$ cat src/rtl/if_fetch_buf.sv
// Instruction fetch stage: split-transaction instruction port, one outstanding request, small FIFO to decode.
// Optional build macro IF_ADEF_EN: misaligned PCs push an address-error entry instead of fetching.
module if_fetch_buf #(
  parameter logic [31:0] RESET_PC   = 32'hbfc00000,
  parameter logic [31:0] EX_ENTRY   = 32'hbfc00380,
  parameter int          IBUF_DEPTH = 2
) (
  input  logic        clk,
  input  logic        resetn,
  input  logic        ds_allowin,
  input  logic [32:0] br_bus,
  input  logic        ws_ex,
  input  logic [32:0] ex_return,
  output logic        fs_to_ds_valid,
  output logic [64:0] fs_to_ds_bus,
  output logic        inst_sram_req,
  output logic        inst_sram_wr,
  output logic [1:0]  inst_sram_size,
  output logic [3:0]  inst_sram_wstrb,
  output logic [31:0] inst_sram_wdata,
  output logic [31:0] inst_sram_addr,
  input  logic        inst_sram_addr_ok,
  input  logic        inst_sram_data_ok,
  input  logic [31:0] inst_sram_rdata
);

  localparam int PW = (IBUF_DEPTH > 1) ? $clog2(IBUF_DEPTH) : 1;
  localparam int CW = $clog2(IBUF_DEPTH + 1);
  localparam logic [CW-1:0] FULL_CNT = CW'(IBUF_DEPTH);

  logic        br_taken, eret_flush, flush;
  logic [31:0] br_target, epc;
  assign {br_taken, br_target} = br_bus;
  assign {eret_flush, epc}     = ex_return;

  logic [64:0]   mem_q [IBUF_DEPTH];
  logic [PW-1:0] rd_ptr_q, rd_ptr_d, wr_ptr_q, wr_ptr_d;
  logic [CW-1:0] cnt_q, cnt_d;
  logic [31:0]   pc_q, pc_d, ipc_q, ipc_d, tgt_q, tgt_d;
  logic          out_q, out_d, disc_q, disc_d, keep_q, keep_d;
  logic          can_issue, accept, resp, pop, push, adef_push;
  logic [64:0]   push_data;

  assign flush     = ws_ex | eret_flush | br_taken;
  // Issue only with a free FIFO slot, so every accepted fetch has room to land.
  assign can_issue = resetn && !out_q && (cnt_q != FULL_CNT) && !flush;

`ifdef IF_ADEF_EN
  logic stall_q, stall_d, pc_bad;
  assign pc_bad         = |pc_q[1:0];
  assign inst_sram_req  = can_issue && !pc_bad;
  assign adef_push      = can_issue && pc_bad && !stall_q;
  assign inst_sram_addr = pc_q;
`else
  assign inst_sram_req  = can_issue;
  assign adef_push      = 1'b0;
  assign inst_sram_addr = {pc_q[31:2], 2'b00};
`endif

  assign inst_sram_wr    = 1'b0;
  assign inst_sram_size  = 2'd2;
  assign inst_sram_wstrb = 4'd0;
  assign inst_sram_wdata = 32'd0;

  assign accept         = inst_sram_req && inst_sram_addr_ok;
  assign resp           = inst_sram_data_ok && out_q;
  assign fs_to_ds_valid = (cnt_q != '0);
  assign fs_to_ds_bus   = mem_q[rd_ptr_q];
  assign pop            = fs_to_ds_valid && ds_allowin;
  assign push_data      = adef_push ? {1'b1, 32'h0, pc_q} : {1'b0, inst_sram_rdata, ipc_q};

  always_comb begin
    pc_d     = pc_q;
    ipc_d    = ipc_q;
    tgt_d    = tgt_q;
    out_d    = out_q;
    disc_d   = disc_q;
    keep_d   = keep_q;
    rd_ptr_d = rd_ptr_q;
    wr_ptr_d = wr_ptr_q;
    cnt_d    = cnt_q;
    push     = (resp && !disc_q) || adef_push;
`ifdef IF_ADEF_EN
    stall_d  = stall_q || adef_push;
`endif
    if (accept) begin
      out_d = 1'b1;
      ipc_d = pc_q;
      if (keep_q) begin
        pc_d   = tgt_q;
        keep_d = 1'b0;
      end else begin
        pc_d = pc_q + 32'd4;
      end
    end
    if (resp) begin
      out_d  = 1'b0;
      disc_d = 1'b0;
    end
    if (push) wr_ptr_d = wr_ptr_q + PW'(1);
    if (pop)  rd_ptr_d = rd_ptr_q + PW'(1);
    case ({push, pop})
      2'b10:   cnt_d = cnt_q + CW'(1);
      2'b01:   cnt_d = cnt_q - CW'(1);
      default: cnt_d = cnt_q;
    endcase

    if (ws_ex || eret_flush) begin
      push     = 1'b0;
      rd_ptr_d = rd_ptr_q;
      wr_ptr_d = rd_ptr_q;
      cnt_d    = '0;
      disc_d   = out_d;
      pc_d     = ws_ex ? EX_ENTRY : epc;
      keep_d   = 1'b0;
`ifdef IF_ADEF_EN
      stall_d  = 1'b0;
`endif
    end else if (br_taken) begin
      if (cnt_q != '0) begin
        // Head is the delay slot; everything younger, queued or in flight, is dropped.
        push     = 1'b0;
        disc_d   = out_d;
        wr_ptr_d = rd_ptr_q + PW'(1);
        cnt_d    = pop ? CW'(0) : CW'(1);
        pc_d     = br_target;
`ifdef IF_ADEF_EN
        stall_d  = 1'b0;
`endif
      end else if (out_q) begin
        pc_d = br_target;
`ifdef IF_ADEF_EN
        stall_d = 1'b0;
`endif
      end else begin
        keep_d = 1'b1;
        tgt_d  = br_target;
      end
    end
  end

  always_ff @(posedge clk) begin
    if (push) mem_q[wr_ptr_q] <= push_data;
  end

  always_ff @(posedge clk or negedge resetn) begin
    if (!resetn) begin
      pc_q     <= RESET_PC;
      ipc_q    <= RESET_PC;
      tgt_q    <= RESET_PC;
      out_q    <= 1'b0;
      disc_q   <= 1'b0;
      keep_q   <= 1'b0;
      rd_ptr_q <= '0;
      wr_ptr_q <= '0;
      cnt_q    <= '0;
    end else begin
      pc_q     <= pc_d;
      ipc_q    <= ipc_d;
      tgt_q    <= tgt_d;
      out_q    <= out_d;
      disc_q   <= disc_d;
      keep_q   <= keep_d;
      rd_ptr_q <= rd_ptr_d;
      wr_ptr_q <= wr_ptr_d;
      cnt_q    <= cnt_d;
    end
  end

`ifdef IF_ADEF_EN
  always_ff @(posedge clk or negedge resetn) begin
    if (!resetn) stall_q <= 1'b0;
    else         stall_q <= stall_d;
  end
`endif

endmodule

$ cat config.mk
export PLATFORM = sky130hd
export DESIGN_NAME = if_fetch_buf
export DESIGN_NICKNAME = d
export VERILOG_FILES = /design/src/rtl/if_fetch_buf.sv
export SDC_FILE = /design/constraint.sdc
export NUM_CORES = 1
export LEC_CHECK = 0
export ABC_AREA = 1
export BUFFER_PORTS_ARGS = -buffer_cell sky130_fd_sc_hd__buf_4
export CORE_MARGIN = 2
export CORE_UTILIZATION = 25
export CTS_CLUSTER_DIAMETER = 60
export DETAILED_ROUTE_END_ITERATION = 10
export PLACE_DENSITY = 0.4
export REMOVE_ABC_BUFFERS = 1
export SLEW_MARGIN = 40
export SYNTH_ARGS = -nofsm -noshare
export SYNTH_HDL_FRONTEND = slang
export SYNTH_SLANG_ARGS = --single-unit
$ cat constraint.sdc
create_clock -name clk -period 11.1 [get_ports clk]
set_clock_uncertainty 0.15 [all_clocks]
set_input_delay 0.555 -clock clk [delete_from_list [all_inputs] [get_ports clk]]
set_output_delay 0.555 -clock clk [all_outputs]
set_load 0.02 [all_outputs]
# Word level (Yosys, flattened, before mapping)
# Memories as Yosys holds them, arrays and structs flattened.
# Index checks and enable logic that the tools add are counted.
# Widths: inputs -> output; s select.
totals:
  register_bits: 103
  n_memories: 1
  ramBits: 128
op_classes:
  n_eq_ne: 3
  n_reduce_logical: 14
  add_sub_neg: 5
  muxes: 32
  n_bitwise: 5
memory_table:
  columns: ["name", "depth", "word_bits", "read_ports", "rd_clocked_by_memory_dff", "wr", "line", "text"]
  rows:
  - ["mem_q", 2, 64, 1, 0, 1, "36", "logic [64:0] mem_q [IBUF_DEPTH];"]
ops:
  columns: ["cell", "count"]
  rows:
  - ["$mux 32", 7]
  - ["$add 32x3->32 const B", 1]
  - ["$mux 1", 21]
  - ["$logic_and 1x1->1", 7]
  - ["$mux 2", 3]
  - ["$pmux 2 s2", 1]
  - ["$reduce_and 4->1", 1]
  - ["$logic_not 1->1", 3]
  - ["$not 1->1", 3]
  - ["$add 1x1->1 const B", 2]
  - ["$add 2x1->2 const B", 1]
  - ["$eq 2x1->1 const B", 1]
  - ["$eq 2x2->1 const B", 1]
  - ["$ne 2x2->1 const B", 1]
  - ["$or 1x1->1", 2]
  - ["$reduce_and 2->1", 1]
  - ["$reduce_bool 2->1", 1]
  - ["$sub 2x1->2 const B", 1]
  - ["$logic_or 1x1->1", 1]

# Longest topological paths before layout
# Gate-level depths: netlist of run 1.
depth:
  depth_word: 10
  mapped_depth: 12
  depth_no_buf: 12

# Least setup slack after synthesis of run 1
# OpenSTA, ideal clock, no wires.
synth_path:
  path_kind: "input to register"
  startpoint: "in ex_return[32]"
  endpoint: "mem mem_q[0][0] (netlist bit) (enable)"
  path_stages: 4
  t_required_ps: 10385
  arrival_ps: 5406
  path_buffers: 1
  path_slack_ps: 4979
  setup_ps: 565
  cell_sequence: "nor2_4 -> clkbuf_1 -> nand2_1 -> nor3_1"
synth_via:
  elab_chain_len: 4
synth_rtl:
  columns: ["item", "line", "text"]
  rows:
  - ["start: declaration", "13", "input logic [32:0] ex_return,"]
  - ["$logic_or 1x1->1", "108", "if (ws_ex || eret_flush) begin"]
  - ["$mux 1", "108", null]
  - ["$mux 1", "143", "if (push) mem_q[wr_ptr_q] <= push_data;"]
  - ["$mux 1 (implied by the code)", "143", null]
  - ["end: declaration", "36", null]
# No other way between the ends.

# Final worst setup path of run 1
layout_path:
  startpoint: "reg rd_ptr_q"
  endpoint: "out fs_to_ds_bus[19]"
layout_via:
  elab_chain_len: 1
layout_rtl:
  columns: ["item", "line", "text"]
  rows:
  - ["start: declaration", "37", "logic [PW-1:0] rd_ptr_q, rd_ptr_d, wr_ptr_q, wr_ptr_d;"]
  - ["start signal: assignment", "164", "rd_ptr_q <= rd_ptr_d;"]
  - ["$mem_v2 2x64", null, null]
  - ["end: declaration", "15", "output logic [64:0] fs_to_ds_bus,"]
# No other way between the ends.

==> metrics.txt, run 1 <==
run status=complete, no violations; worst flop-to-flop path endpoint=pc_q[29]$_DFF_PN1_; minimum hold slack=around 0.045 ns; remaining global-route overflow=0; number of antenna violations at the first check in global routing=0; transition at the pin with the smallest max-transition slack=0.783 ns; type of element launching the critical path=flip-flop; last element of the critical path=fs_to_ds_bus[19]; Detailed Route Iter0 Violations=456; ANT nets after route=0; worst flop-to-flop path startpoint=cnt_q[0]$_DFF_PN0_; startpoint-to-endpoint class of the critical path=reg2out; biggest area contributors in the synthesized netlist=sky130_fd_sc_hd__edfxtp_1 35%, sky130_fd_sc_hd__dfrtp_1 17%, sky130_fd_sc_hd__nand2_1 16%; buffers from clock root to sink, at most=3; category of the worst setup path capture point=output port; Cells after Synth=1,216; sum of net half-perimeters after detailed placement=around 23 mm; Reg2Reg Setup Slack=8.66 ns; Initial Utilization=between 20% and 30%; count of warnings emitted by yosys=0; Setup WS pre-CTS=8.09 ns; setup slack of the critical path after layout=7.95 ns; Clock transition at path regs=0.06 ns; number of global-route vias before repair=a little over 8,000; DRC viols=0; global-route wire length before repair=roughly 51 mm; GRT met3 Usage=under 10%; commonest cells after routing, fill and taps aside=464 x sky130_fd_sc_hd__nand2_1, 206 x sky130_fd_sc_hd__buf_4, 128 x sky130_fd_sc_hd__edfxtp_1, 87 x sky130_fd_sc_hd__nor2_1, 74 x sky130_fd_sc_hd__dfrtp_1; largest driver fanout on the critical path=36; Required @ worst endpoint=10.40 ns; cell area after synthesis=11,000 um2; pin count of the biggest net entering global routing=90; setup repair after global routing missed its margin=no; fillers=4,574; Max transition margin=between 40% and 50%; site row count=76; endpoints failing hold=0; Register-to-Register Path Depth=11; library cells used by synthesis=38; number of port buffers=just under 200; vias per inst=4.17; max-slew violation count=0; time the final worst path needs with I/O delays and setup=3.15 ns; met2 track demand over resource in global routing=22.6%; clock tree root buffer cell=sky130_fd_sc_hd__clkbuf_16; multiplexer share of the synthesized area=2.65%; Total Routing Usage GR=14.3%; detailed-routing iteration count for the pre-antenna-repair pass=4; Boundary Pins=242; # clock sinks=231; peak supply drop=0.000109 V; floorplan core area=43,300 um2; static leakage=0.00623 uW; floorplan die area=approximately 46,000 um2; Seq. cell area=6460 um2; maxcap violations=0; number of H-tree levels=1; commonest non-fill, non-tap cell in the layout=sky130_fd_sc_hd__nand2_1; cell accounting for the most synthesized area=sky130_fd_sc_hd__edfxtp_1; sequential element share of the synthesized area=around three fifths; ratio of cells with drive above 1 in the final layout=23.0%; class of the tightest hold or removal check=in2reg; routed wire length per instance=around 17 um; post-synthesis compound-gate area fraction=approximately 6.7%; Worst-Skew Late Latency=0.57 ns; wirelength, routed=33.4 mm; Avg Synthesized Cell Area=9.07 um2; Die X=214 um; area share of and/or/nand/nor cells after synthesis=around 22%; grt peak-use layer=met2; vias after detailed routing=~8,400; post-CTS setup buffer count=0; total clock buffers created by CTS=29; setup TNS=0 ns; power per standard cell area=208 nW/um2; final-stage net count=1,503; relative area change from synthesis to final layout=26.6%; worst endpoint data arrival time=2.44 ns; Post-Place Cells=1,929; y dimension of the die=214 um; adder and majority gate portion of the synthesized area=0.227%; CTS tree=done; post-synthesis register bit count=231; global-route met1 utilization=about a fifth; launching instance or port of the critical path=rd_ptr_q$_DFFE_PN0P_; Power Total=2910 uW; number of setup violations in the final report=0; xor-xnor portion of the synthesized cell area=0.477%; dominant combinational cell family by area after synthesis=simple AND/OR/NAND/NOR gates; top cell type's share of synthesized area=approximately a third; Routability Congestion=about 0.85; peak clock frequency supported by timing=0.318 GHz; diodes inserted=0; Gates resized, CTS repair=0; multi-input logic area=3720 um2; final clock period utilization by the worst path=between 20% and 30%; non-filler instance count after layout=2,004; CTS Hold Bufs=22
[cells in the mapped netlist, drive strengths merged]
cell,n
mux2,26
a211oi,1
nand3,47
xor2,4
clkinv,1
a21boi,1
o21a,1
o21bai,1
a21oi,40
nor2,96
a31oi,1
ha,2
inv,66
clkbuf,27
o21ai,92
o211ai,5
and2,1
nor3,3
dfrtp,76
xnor2,2
nand3b,2
nand2,467
dfstp,27
edfxtp,128
nand4,1
buf,96
conb,2
[how the worst min path moves through the flow]
stage | startpoint | to | cells past startpoint
3_3_place_gp | ipc_q[15]$_DFFE_PN0P_ | mem_q[1][15]$_DFFE_PP_ | 0
4_1_cts | inst_sram_rdata[7] | mem_q[0][39]$_DFFE_PP_ | 1
3_5_place_dp | ipc_q[1]$_DFFE_PN0P_ | mem_q[1][1]$_DFFE_PP_ | 0
6_report | inst_sram_rdata[23] | mem_q[1][55]$_DFFE_PP_ | 1
2_1_floorplan | resetn | cnt_q[0]$_DFF_PN0_ | 0
5_1_grt | inst_sram_rdata[22] | mem_q[0][54]$_DFFE_PP_ | 1
[layout make-up]
| type | instances | share of cell area, % |
|---|---|---|
| inverters | 67 | 1.80 |
| clock inverters | 21 | 1.67 |
| flip-flops and latches | 231 | 46.3 |
| well taps | 585 | 5.24 |
| multi-input cells | 835 | 26.7 |
| clock buffers | 32 | 5.28 |
| repair buffers | 233 | 13.1 |
[stage by stage]
| step | area [um2] | utilization, % |
|---|---|---|
| floorplan | 10400 | - |
| global placement | 12700 | 29.5 |
| detailed placement | 12800 | 29.5 |
| CTS | 13900 | 32.2 |
| global route | 14000 | 32.3 |
| finish | 14000 | 32.3 |
[sequential cells by signal, indices dropped and copies added, names as in the netlist]
signal,cells
mem_q,128
ipc_q,32
pc_q,32
tgt_q,32
cnt_q,2
disc_q,1
keep_q,1
out_q,1
rd_ptr_q,1
wr_ptr_q,1
[logic make-up (layout without fill, tap and decap cells)]
kind of cell,after synthesis,count (layout)
simple gates,617,617
flops,231,231
buf+inv,190,353
compound gates,142,142
mux,26,26
xor+xnor,6,6
fa+ha+maj,2,2
other cells,2,42
[critical path, stage by stage, from the launching register on]
cell                      delay, ns
sky130_fd_sc_hd__dfrtp_2       0.41
sky130_fd_sc_hd__inv_2         0.55
sky130_fd_sc_hd__buf_4         0.48
sky130_fd_sc_hd__nand2_1       0.09
sky130_fd_sc_hd__nand2_1       0.12
sky130_fd_sc_hd__buf_4         0.15
[where the power goes]
part	internal, uW	total, uW	leakage, uW	switching (uW)
logic	292	786	0.00335	494
clock network	591	956	0.000471	366
registers	1070	1170	0.00241	96.1
[layer usage]
layer | wire length [um] | share of wire, % | vias to the layer above
met1 | 16000 | 48 | 3911
met2 | 15000 | 45 | 186
met4 | 942 | 2.8 | 0
li1 | - | - | 4209
met3 | 1560 | 4.7 | 51
met5 | 0 | 0 | -
Power figures use the tool's default switching activity.
==> run 2, diff against run 1 <==
- PLACE_DENSITY: 0.4 -> 0.41
- clock period: 11.1 -> 2.7 ns (I/O delays scaled with it)
==> metrics.txt, run 2 (synthesis gave the netlist of run 1 again) <==
run status=complete, no violations; Worst-Skew Late Latency=0.56 ns; endpoints failing hold=0; clock tree root buffer cell=sky130_fd_sc_hd__clkbuf_16; share of total power in sequential cells=39.2%; Total Routing Usage GR=14.6%; minimum hold slack=0.0727 ns; floorplan die area=45,800 um2; category of the worst setup path capture point=flip-flop; number of global-route vias before repair=just under 9,000; relative contribution of the clock network to total power=roughly a third; remaining global-route overflow=0; final non-filler cell area=15,400 um2; routed wire length per instance=around 16 um; peak clock frequency supported by timing=0.401 GHz; commonest cells after routing, fill and taps aside=463 x sky130_fd_sc_hd__nand2_1, 212 x sky130_fd_sc_hd__buf_4, 142 x sky130_fd_sc_hd__dlygate4sd3_1, 128 x sky130_fd_sc_hd__edfxtp_1, 86 x sky130_fd_sc_hd__nor2_1; power per standard cell area=about 800 nW/um2; relative area change from synthesis to final layout=39.3%; maxcap violations=0; DRC viols=0; number of antenna violations at the first check in global routing=0; max reg flops=128; max-slew violation count=0; number of H-tree levels=1; Boundary Pins=242; Internal Dissipation=8210 uW; Required @ worst endpoint=3.04 ns; commonest non-fill, non-tap cell in the layout=sky130_fd_sc_hd__nand2_1; setup repair after global routing missed its margin=no; Sw Ratio=32.8%; Post-Place Cells=1,936; Max transition margin=approximately 47%; ratio of cells with drive above 1 in the final layout=22.2%; ANT nets after route=0; Initial Utilization=25.5%; wirelength, routed=34.8 mm; total clock buffers created by CTS=30; sum of net half-perimeters after detailed placement=22.9 mm; detailed-routing iteration count for the pre-antenna-repair pass=4; Setup WS pre-CTS=roughly 0.63 ns; final clock period utilization by the worst path=between 90% and 100%; class of the tightest hold or removal check=in2async; Psw=4000 uW; transition at the pin with the smallest max-transition slack=just under 0.8 ns; Routability Congestion=0.867; setup slack of the critical path after layout=roughly 0.21 ns; startpoint-to-endpoint class of the critical path=reg2reg; # clock sinks=231; register name with the most flops=mem_q; pin count of the biggest net entering global routing=90; time the final worst path needs with I/O delays and setup=2.49 ns; global-route wire length before repair=52.4 mm; Clock transition at path regs=0.06 ns; vias after detailed routing=roughly 8,900; total placed instance area=12,900 um2; number of port buffers=199; non-filler instance count after layout=2,135; final-stage net count=1,634; peak supply drop=roughly 0.00046 V; diodes inserted=0; largest driver fanout on the critical path=10; buffers from clock root to sink, at most=3; worst endpoint data arrival time=2.84 ns; Die X=214 um; site row count=76; Comb power frac=28.8%; floorplan core area=43,300 um2; setup TNS=0 ns; CTS tree=done; Detailed Route Iter0 Violations=395; number of setup violations in the final report=0; static leakage=between 0.006 and 0.007 uW; type of element launching the critical path=flip-flop; y dimension of the die=214 um; vias per inst=between 4 and 5
==> run 2: cell types whose count changed in the layout (fill, tap and decap cells not counted), moves of 2 or more <==
cell / previous run / this run
sky130_fd_sc_hd__clkinv_1: 10 / 7
sky130_fd_sc_hd__dfrtp_2: 2 / 6
sky130_fd_sc_hd__clkbuf_16: 29 / 33
sky130_fd_sc_hd__buf_12: 0 / 6
sky130_fd_sc_hd__bufinv_16: 5 / 3
sky130_fd_sc_hd__nor2_4: 2 / 5
sky130_fd_sc_hd__buf_4: 206 / 212
sky130_fd_sc_hd__dlygate4sd3_1: 22 / 142
sky130_fd_sc_hd__buf_6: 5 / 1
sky130_fd_sc_hd__dfrtp_1: 74 / 70
sky130_fd_sc_hd__clkbuf_1: 3 / 5
sky130_fd_sc_hd__nor2_2: 7 / 5
==> run 2: cell type report <==
class                   instances  area (um2)
clock buffers                  37         808
clock inverters                17         165
fillers                      4525       27900
inverters                      67         254
multi-input cells             835        3750
flip-flops and latches        231        6460
well taps                     585         732
repair buffers                363        3190
==> run 2: worst max-delay path: stages, from the launching register on <==
cell                            delay (ns)
sky130_fd_sc_hd__dfrtp_2              0.45
sky130_fd_sc_hd__nor2_4               0.13
sky130_fd_sc_hd__inv_2                0.08
sky130_fd_sc_hd__nor2_4               0.12
sky130_fd_sc_hd__nand3_4              0.09
sky130_fd_sc_hd__buf_12               0.17
sky130_fd_sc_hd__nor2_1               0.08
sky130_fd_sc_hd__dlygate4sd3_1        0.55
sky130_fd_sc_hd__a21oi_1              0.04
sky130_fd_sc_hd__dlygate4sd3_1        0.55
==> run 2: through the flow <==
step | power [uW] | utilization [%]
after floorplan | 6570 | -
after global placement | 8170 | 29.8
after CTS | 12400 | 35.3
after detailed placement | 8210 | 29.8
after global routing | 12900 | 35.5
final | 12200 | 35.5
==> run 2: what timing repair did <==
| action | in CTS | in global routing |
|---|---|---|
| hold endpoints to repair | 267 | 0 |
| buffers inserted | 0 | 1 |
| resized for setup | 0 | 14 |
| hold buffers | 142 | 0 |
| endpoints found under the setup margin | 0 | 11 |
==> run 2: power groups by stage <==
stage	sequential (uW)	clock (uW)	combinational, uW
floorplan	4840	0	1730
global placement	4830	0	3350
detailed placement	4850	0	3360
CTS	4780	4050	3580
global route	4860	4180	3880
finish	4780	3920	3520
==> run 2: metal layers <==
layer  vias up  share of wire [%]  routed length [um]  track usage [%]
met3        51                5.2                1810             3.21
li1       4466                  -                   -                -
met5         -                  0                   0                0
met4         0                3.1                1090             4.66
met2       194                 46               15900             23.5
met1      4165                 46               16000             19.6
==> run 2: final timing paths <==
kind | from | endpoint | slack (ns) | cells after the start
worst max-delay path | cnt_q[0]$_DFF_PN0_ | tgt_q[29]$_DFFE_PN1P_ | 0.21 | 9
worst min-delay path | resetn | cnt_q[1]$_DFF_PN0_ | 0.07 | 3
worst max register to register | cnt_q[0]$_DFF_PN0_ | tgt_q[29]$_DFFE_PN1P_ | 0.21 | 9
worst min register to register | ipc_q[19]$_DFFE_PN0P_ | mem_q[1][19]$_DFFE_PP_ | 0.32 | 0
max in group asynchronous | resetn | pc_q[17]$_DFF_PN0_ | 1.85 | 3
min in group clk | ws_ex | cnt_q[0]$_DFF_PN0_ | 0.09 | 4
